**src/rtl/ta_update_arbiter.sv**
```systemverilog
// Bank of Tsetlin-automaton state registers with round-robin arbitration of
// saturating inc/dec requests and a sequenced bulk-load mode.
module ta_update_arbiter #(
  parameter int N_REQ      = 4,
  parameter int IDX_W      = 3,
  parameter int STATE_W    = 3,
  parameter int INIT_STATE = 3
) (
  input  logic                       clk,
  input  logic                       rst_n,
  input  logic [N_REQ-1:0]           req,
  input  logic [N_REQ*IDX_W-1:0]     req_idx,
  input  logic [N_REQ-1:0]           req_inc,
  output logic [N_REQ-1:0]           grant,
  input  logic                       load_start,
  input  logic [STATE_W-1:0]         load_value,
  output logic                       busy,
  output logic                       load_done,
  output logic [(2**IDX_W)*STATE_W-1:0] ta_state,
  output logic [(2**IDX_W)-1:0]      ta_action
);

  localparam int N_TA  = 2**IDX_W;
  localparam int PTR_W = (N_REQ > 1) ? $clog2(N_REQ) : 1;

  typedef enum logic {IDLE, LOAD} fsm_t;

  fsm_t               state_q, state_d;
  logic [PTR_W-1:0]   ptr_q, ptr_d, gsel;
  logic               gvalid;
  int                 r;
  logic [IDX_W-1:0]   tgt_idx;
  logic               tgt_inc;
  logic [IDX_W-1:0]   load_idx_q;
  logic [STATE_W-1:0] load_val_q;
  logic               load_done_q;
  logic               load_last;
  logic [STATE_W-1:0] ta_q [N_TA];

  // Saturating one-step move; the endpoints hold so repeated feedback is harmless.
  function automatic logic [STATE_W-1:0] sat_step(input logic [STATE_W-1:0] s,
                                                  input logic inc);
    if (inc)
      return (s == {STATE_W{1'b1}}) ? s : s + STATE_W'(1);
    else
      return (s == '0) ? s : s - STATE_W'(1);
  endfunction

  // Round-robin search starting at the pointer; load_start pre-empts arbitration.
  always_comb begin
    grant  = '0;
    gvalid = 1'b0;
    gsel   = '0;
    r      = 0;
    if (rst_n && state_q == IDLE && !load_start) begin
      for (int k = 0; k < N_REQ; k++) begin
        r = int'(ptr_q) + k;
        if (r >= N_REQ) r = r - N_REQ;
        if (!gvalid && req[r]) begin
          grant[r] = 1'b1;
          gvalid   = 1'b1;
          gsel     = PTR_W'(r);
        end
      end
    end
  end

  assign tgt_idx = req_idx[gsel*IDX_W +: IDX_W];
  assign tgt_inc = req_inc[gsel];

  always_comb begin
    ptr_d = ptr_q;
    if (gvalid)
      ptr_d = (gsel == PTR_W'(N_REQ-1)) ? '0 : gsel + PTR_W'(1);
  end

  assign load_last = (load_idx_q == IDX_W'(N_TA-1));

  always_comb begin
    state_d = state_q;
    case (state_q)
      IDLE:    if (load_start) state_d = LOAD;
      LOAD:    if (load_last)  state_d = IDLE;
      default: state_d = IDLE;
    endcase
  end

  always_ff @(posedge clk) begin
    if (!rst_n) begin
      state_q     <= IDLE;
      ptr_q       <= '0;
      load_idx_q  <= '0;
      load_done_q <= 1'b0;
    end else begin
      state_q     <= state_d;
      ptr_q       <= ptr_d;
      load_done_q <= (state_q == LOAD) && load_last;
      if (state_q == IDLE && load_start)
        load_idx_q <= '0;
      else if (state_q == LOAD)
        load_idx_q <= load_idx_q + IDX_W'(1);
    end
  end

  always_ff @(posedge clk) begin
    if (state_q == IDLE && load_start)
      load_val_q <= load_value;
  end

  // A load owns the bank for N_TA cycles; otherwise the single granted update applies.
  always_ff @(posedge clk) begin
    for (int i = 0; i < N_TA; i++) begin
      if (!rst_n)
        ta_q[i] <= STATE_W'(INIT_STATE);
      else if (state_q == LOAD) begin
        if (load_idx_q == IDX_W'(i))
          ta_q[i] <= load_val_q;
      end else if (gvalid && tgt_idx == IDX_W'(i))
        ta_q[i] <= sat_step(ta_q[i], tgt_inc);
    end
  end

  for (genvar g = 0; g < N_TA; g++) begin : g_flat
    assign ta_state[g*STATE_W +: STATE_W] = ta_q[g];
    assign ta_action[g]                    = ta_q[g][STATE_W-1];
  end

  assign busy      = (state_q == LOAD);
  assign load_done = load_done_q;

endmodule

```
**config.mk**
```make
export PLATFORM = sky130hd
export DESIGN_NAME = ta_update_arbiter
export DESIGN_NICKNAME = d
export VERILOG_FILES = /design/src/rtl/ta_update_arbiter.sv
export SDC_FILE = /design/constraint.sdc
export NUM_CORES = 1
export LEC_CHECK = 0
export CELL_PAD_IN_SITES_DETAIL_PLACEMENT = 1
export CELL_PAD_IN_SITES_GLOBAL_PLACEMENT = 2
export CORE_MARGIN = 1.5
export CORE_UTILIZATION = 34
export CTS_CLUSTER_DIAMETER = 150
export DETAILED_ROUTE_END_ITERATION = 7
export GPL_TIMING_DRIVEN = 0
export PLACE_DENSITY = 0.91
export REMOVE_ABC_BUFFERS = 1
export SLEW_MARGIN = 20
export SYNTH_ARGS = -nofsm -noshare
export SYNTH_HDL_FRONTEND = slang
export SYNTH_SLANG_ARGS = --single-unit
```
**constraint.sdc**
```tcl
create_clock -name clk -period 9.7 [get_ports clk]
set_clock_uncertainty 0.15 [all_clocks]
set_input_delay 1.94 -clock clk [delete_from_list [all_inputs] [get_ports clk]]
set_output_delay 1.94 -clock clk [all_outputs]
set_load 0.02 [all_outputs]
```
## Yosys cells after proc, flatten, opt, wreduce, memory -nomap -nowiden

Memories as Yosys holds them, arrays and structs flattened.
Index checks and enable logic that the tools add are counted.

| storage, ports and cells | value |
|---|---|
| RAM bits | 24 |
| memories | 1 |
| output and inout bits | 38 |
| input bits | 26 |
| logic and storage cells | 308 |
| register bits | 10 |

Memories:

| name | depth | bits a word | read ports | clocked after memory_dff | write ports | RTL line | text |
|---|---|---|---|---|---|---|---|
| ta_q | 8 | 3 | 8 | 0 | 8 | 38 | `logic [STATE_W-1:0] ta_q [N_TA];` |

| cells by class | value |
|---|---|
| shifts and indexed selects | 1 |
| mux-type cells | 184 |
| multipliers | 1 |
| equal/unequal tests | 23 |
| add/sub/neg operators | 25 |
| bitwise operators | 21 |
| reductions and logical operators | 34 |
| $lt $le $gt $ge | 13 |

Operator list:

| operator | count |
|---|---|
| 32-bit 2-to-1 mux | 8 |
| 3-bit 2-to-1 mux | 64 |
| 32-bit by 1-bit >= comparator with 1-bit output, second input constant | 4 |
| 32-bit by 4-bit < comparator with 1-bit output, second input constant | 4 |
| 1-bit 2-to-1 mux | 88 |
| 3-bit == test, second input constant | 16 |
| 4-bit 2-to-1 mux | 8 |
| 3-bit zero test | 10 |
| 3-bit by 1-bit adder with 3-bit output, second input constant | 9 |
| 3-bit by 1-bit subtractor with 3-bit output, second input constant | 8 |
| 1-bit logical AND | 19 |
| 1-bit OR | 16 |
| 3-bit by 2-bit == test with 1-bit output, second input constant | 4 |
| 2-bit 2-to-1 mux | 6 |
| 4-bit OR | 3 |
| 12-bit by 5-bit variable part select with 3-bit output | 1 |
| 3-bit by 3-bit subtractor with 4-bit output, second input constant | 3 |
| 1-bit binary-select mux with 2-bit select | 5 |
| 3-bit >= comparator, second input constant | 3 |
| 1-bit demux with 2-bit select | 4 |
| 2-bit by 2-bit adder with 3-bit output, second input constant | 2 |
| 3-bit by 1-bit == test with 1-bit output, second input constant | 2 |
| 1-bit zero test | 4 |
| 2-bit by 2-bit multiplier with 4-bit output, second input constant | 1 |
| 9 further kinds | 10 |

## Logic depth before layout (Yosys ltp)

| logic depth | value |
|---|---|
| depth in word-level cells | 30 |
| depth in mapped cells | 15 |

## Least setup slack after synthesis

Ideal clock, no wire load.

| timing | value |
|---|---|
| path type | input to output |
| start point | input req[2] |
| end point | output grant[3] |
| cell stages on the path | 5 |
| arrival | 3288 ps |
| path slack | 4322 ps |
| cells stage by stage | mux4_2 > nor3_4 > and2_1 > a221oi_1 > nor2_1 |

| on the way | value |
|---|---|
| word-level cells in the longest chain between the ends | 17 |
| elaborated cells between the ends (all ways) | 35 |

Ends and longest elaborated chain:

| what | RTL line | text |
|---|---|---|
| from (decl) | 11 | `input logic [N_REQ-1:0] req,` |
| 1-bit binary-select mux with 2-bit select | 59 | `if (!gvalid && req[r]) begin` |
| 1-bit 2-to-1 mux (implied by the code) (2 in a row) | 59 |  |
| 1-bit 2-to-1 mux | 59 |  |
| 1-bit 2-to-1 mux | 55 | `if (rst_n && state_q == IDLE && !load_start) begin` |
| 1-bit zero test | 59 |  |
| 1-bit logical AND | 59 |  |
| 1-bit 2-to-1 mux | 59 |  |
| 1-bit 2-to-1 mux | 55 |  |
| 1-bit zero test | 59 |  |
| 1-bit logical AND | 59 |  |
| 1-bit 2-to-1 mux | 59 |  |
| 1-bit 2-to-1 mux | 55 |  |
| 1-bit zero test | 59 |  |
| 1-bit logical AND | 59 |  |
| 4-bit 2-to-1 mux * | 59 |  |
| 4-bit 2-to-1 mux * | 55 |  |
| to (decl) | 14 | `output logic [N_REQ-1:0] grant,` |

Mark *: on every way between the ends. The rest lies on a longest branch, timed or not. The select of a mux whose other input is x is not followed.

## Worst setup path after layout

| timing | value |
|---|---|
| start point | input req[0] |
| end point | output grant[3] |

Same word-level chain as after synthesis.

==> flow_summary.toml <==
[finish]
num_antenna_cells = 0
area_delta_synth_final_pct = 27.0
final_nets = 368
fillers = 888
drive_gt1_share_pct = 7.41

[routing]
drtIter0Drc = 69
num_vias = 2353
antenna_left = 0
drtPass1Iterations = 6
drt-total-wl_mm = 7.55
drcViolationCount = 0
vias_per_cell = 5.52
wl_per_cell_microns = 17.7

[critical_path]
arrival_ns = 4.51
critical_path_class = "in -> out"
critPathCaptureType = "primary output"
crit_top_cell = "clkdlybuf4s50_1"
worstPathRequired_ns = 7.61
slowest_delay_ns = 0.66
path_buf_inv = 2
start_kind = "primary input"
crit_family = "buffers and inverters"
path_cells = "clkdlybuf4s50_1 -> mux4_2 -> nor3_4 -> and2_1 -> a221oi_1 -> nor2_1 -> clkdlybuf4s50_1"
crit_path_top_delay_cell = "mux4_2"
worstPathMaxFanout = 11

[logic_synthesis]
ys_ff_latch = 34
synth_cells = 271
postSynthAreaPerCell_sq_um = 10.2
ys_seq_area_share_pct = 34.3
async_flop_share_pct = 0
synth_edf_count = 27
synth_area_sq_um = 2770
synth_cell_types = 60
yosysWarnings = 0
synthFlopType = "edfxtp_1"

[floorplan]
rows = 32
start_util_pct = 35.5
core_region_area_sq_um = 7810
fp.dieW_microns = 93.3
io_pins = 64
die_h_microns = 93.3
dieArea_sq_um = 8700

[timing]
min_period_over_period_pct = 68.0
tightestPinTransition_ns = 0.791
hold_viol = 0
report.final.slew_viol_count = 0
period_minus_slack_ns = 6.60
fmax_mhz = 152
rsz0062_at_grt = "no"
holdWs_ns = 0.457
max-slew-margin-rel_pct = 47.2
setup_violations = 0
fin_setup_tns_ns = 0

[grt]
grt_pass1_wl_mm = 12.6
grt_max_degree = 32
grtUsageTotal_pct = 18.4
grt_pass1_vias = 2436
antenna_found_initial = 0
overflow = 0

[clock_network]
root_buffer = "clkbuf_8"
h-tree-depth = 2
ctsResizeCount = 0
cts.sinks = 34
cts_tree = "built"
tritoncts.num_buffers = 5
cts_hold_buf = 0
clk_latency_ns = 0.29
clkTransAtPathRegs_ns = 0.07
clockBufferDepth = 2
post_cts_buffers = 0

[flow_run]
drv_cap = 0

[power]
peakVddDrop_mv = 0.0518
p_per_area_nw_per_um2 = 127
power.total_mw = 0.446
p_leak_nw = 1.15

[placed_design]
dp_hpwl_mm = 5.62
gp_congestion = 0.806
port_buffers = 63

[status]
status = "complete, no violations"

[min_path]
worstHoldPathType = "reg -> reg"
## power by group
group          leakage [nW]  internal, mW  switching [mW]  total, mW
Combinational         0.820        0.0617          0.0715      0.133
Clock                0.0504        0.0765          0.0588      0.135
Sequential            0.284         0.164          0.0128      0.177
## worst reg2reg max path: stages, from the launching register on
cell and delay, ns:
dfxtp_1 0.70, inv_1 0.29, ha_1 0.50, mux4_2 0.66, nor2b_4 0.22, nor2_2 0.07
o32ai_2 0.66, mux2_2 0.70, fa_1 0.53, xnor2_1 0.22, xnor2_1 0.10, a22o_1 0.25
## metrics by stage
stage | setup WS, ns | instances | utilization (%) | cell area (sq um)
after floorplan | 4.28 | 253 | - | 2650
after global placement | 3.15 | 418 | 43.6 | 3410
after detailed placement | 3.12 | 418 | 43.6 | 3410
after CTS | 3.10 | 426 | 45.1 | 3520
after global routing | 2.92 | 426 | 45.1 | 3520
final | 3.10 | 426 | 45.1 | 3520
## sequential cells by signal, indices dropped and copies added (netlist names)
signal      flops
load_idx_q      3
load_done       1
load_val_q      3
busy            1
ptr_q           2
ta_q           24
## worst paths after layout
kind,slack (ns),cells after the start,start,to
hold / removal,0.46,2,load_idx_q[0],load_idx_q[0]
setup reg to reg,4.42,11,ptr_q[0],ta_q[1][11]
hold reg to reg,0.46,2,load_idx_q[0],load_idx_q[0]
setup / recovery,3.10,7,req[0],grant[3]
## cell families after synthesis
kind of cell | Yosys count | share of synthesized area (%)
compound gates | 67 | 19.0
xor+xnor | 19 | 6.00
fa+ha+maj | 19 | 10.7
buf+inv | 34 | 6.64
flops | 34 | 34.3
mux | 14 | 6.95
simple gates | 84 | 16.4
## placed cells by master (no fill, tap or decap), types with 4 or more instances in the layout
cell type         n
xnor2_1          13
fa_1              8
dfxtp_1           7
ha_1             11
xor2_1            6
o22ai_1           6
nor2_1           27
edfxtp_1         27
nand2_1          12
clkbuf_8          5
nor4b_1           7
mux4_2            4
inv_1            15
mux2i_1           8
nand3_1          17
clkdlybuf4s50_1  63
a22oi_1           4
a221oi_1          4
a21oi_1          15
o22a_1           11
## Yosys cell counts (all sizes together), types with 6 or more instances
master | n | share of area (%)
xnor2 | 13 | 4.1
nand3 | 17 | 3.1
o22ai | 6 | 1.4
mux2i | 8 | 2.9
nand2 | 12 | 1.6
dfxtp | 7 | 5.1
nor4b | 7 | 2.2
o22a | 11 | 3.5
fa | 8 | 5.8
edfxtp | 27 | 29
inv | 15 | 2.0
ha | 11 | 5.0
buf | 16 | 4.2
nor2 | 28 | 3.9
a21oi | 15 | 2.7
xor2 | 6 | 1.9
## area by class of cell
class                   instances  area (sq um)  area share [%]
well taps                     102           128            3.63
flip-flops and latches         34           951            27.0
multi-input cells             203          1640            46.5
repair buffers                 63           631            17.9
clock buffers                   5          68.8            1.96
inverters                      16          60.1            1.71
clock inverters                 3          45.0            1.28
## per-layer routing
layer	up-vias	wire length, microns	GRT usage [%]
met4	0	66	3.41
met2	53	3770	31.4
met1	1176	3500	24.7
met5	-	0	0
li1	1118	-	-
met3	6	211	2.76
No activity file was read; power rests on OpenSTA's default activity.
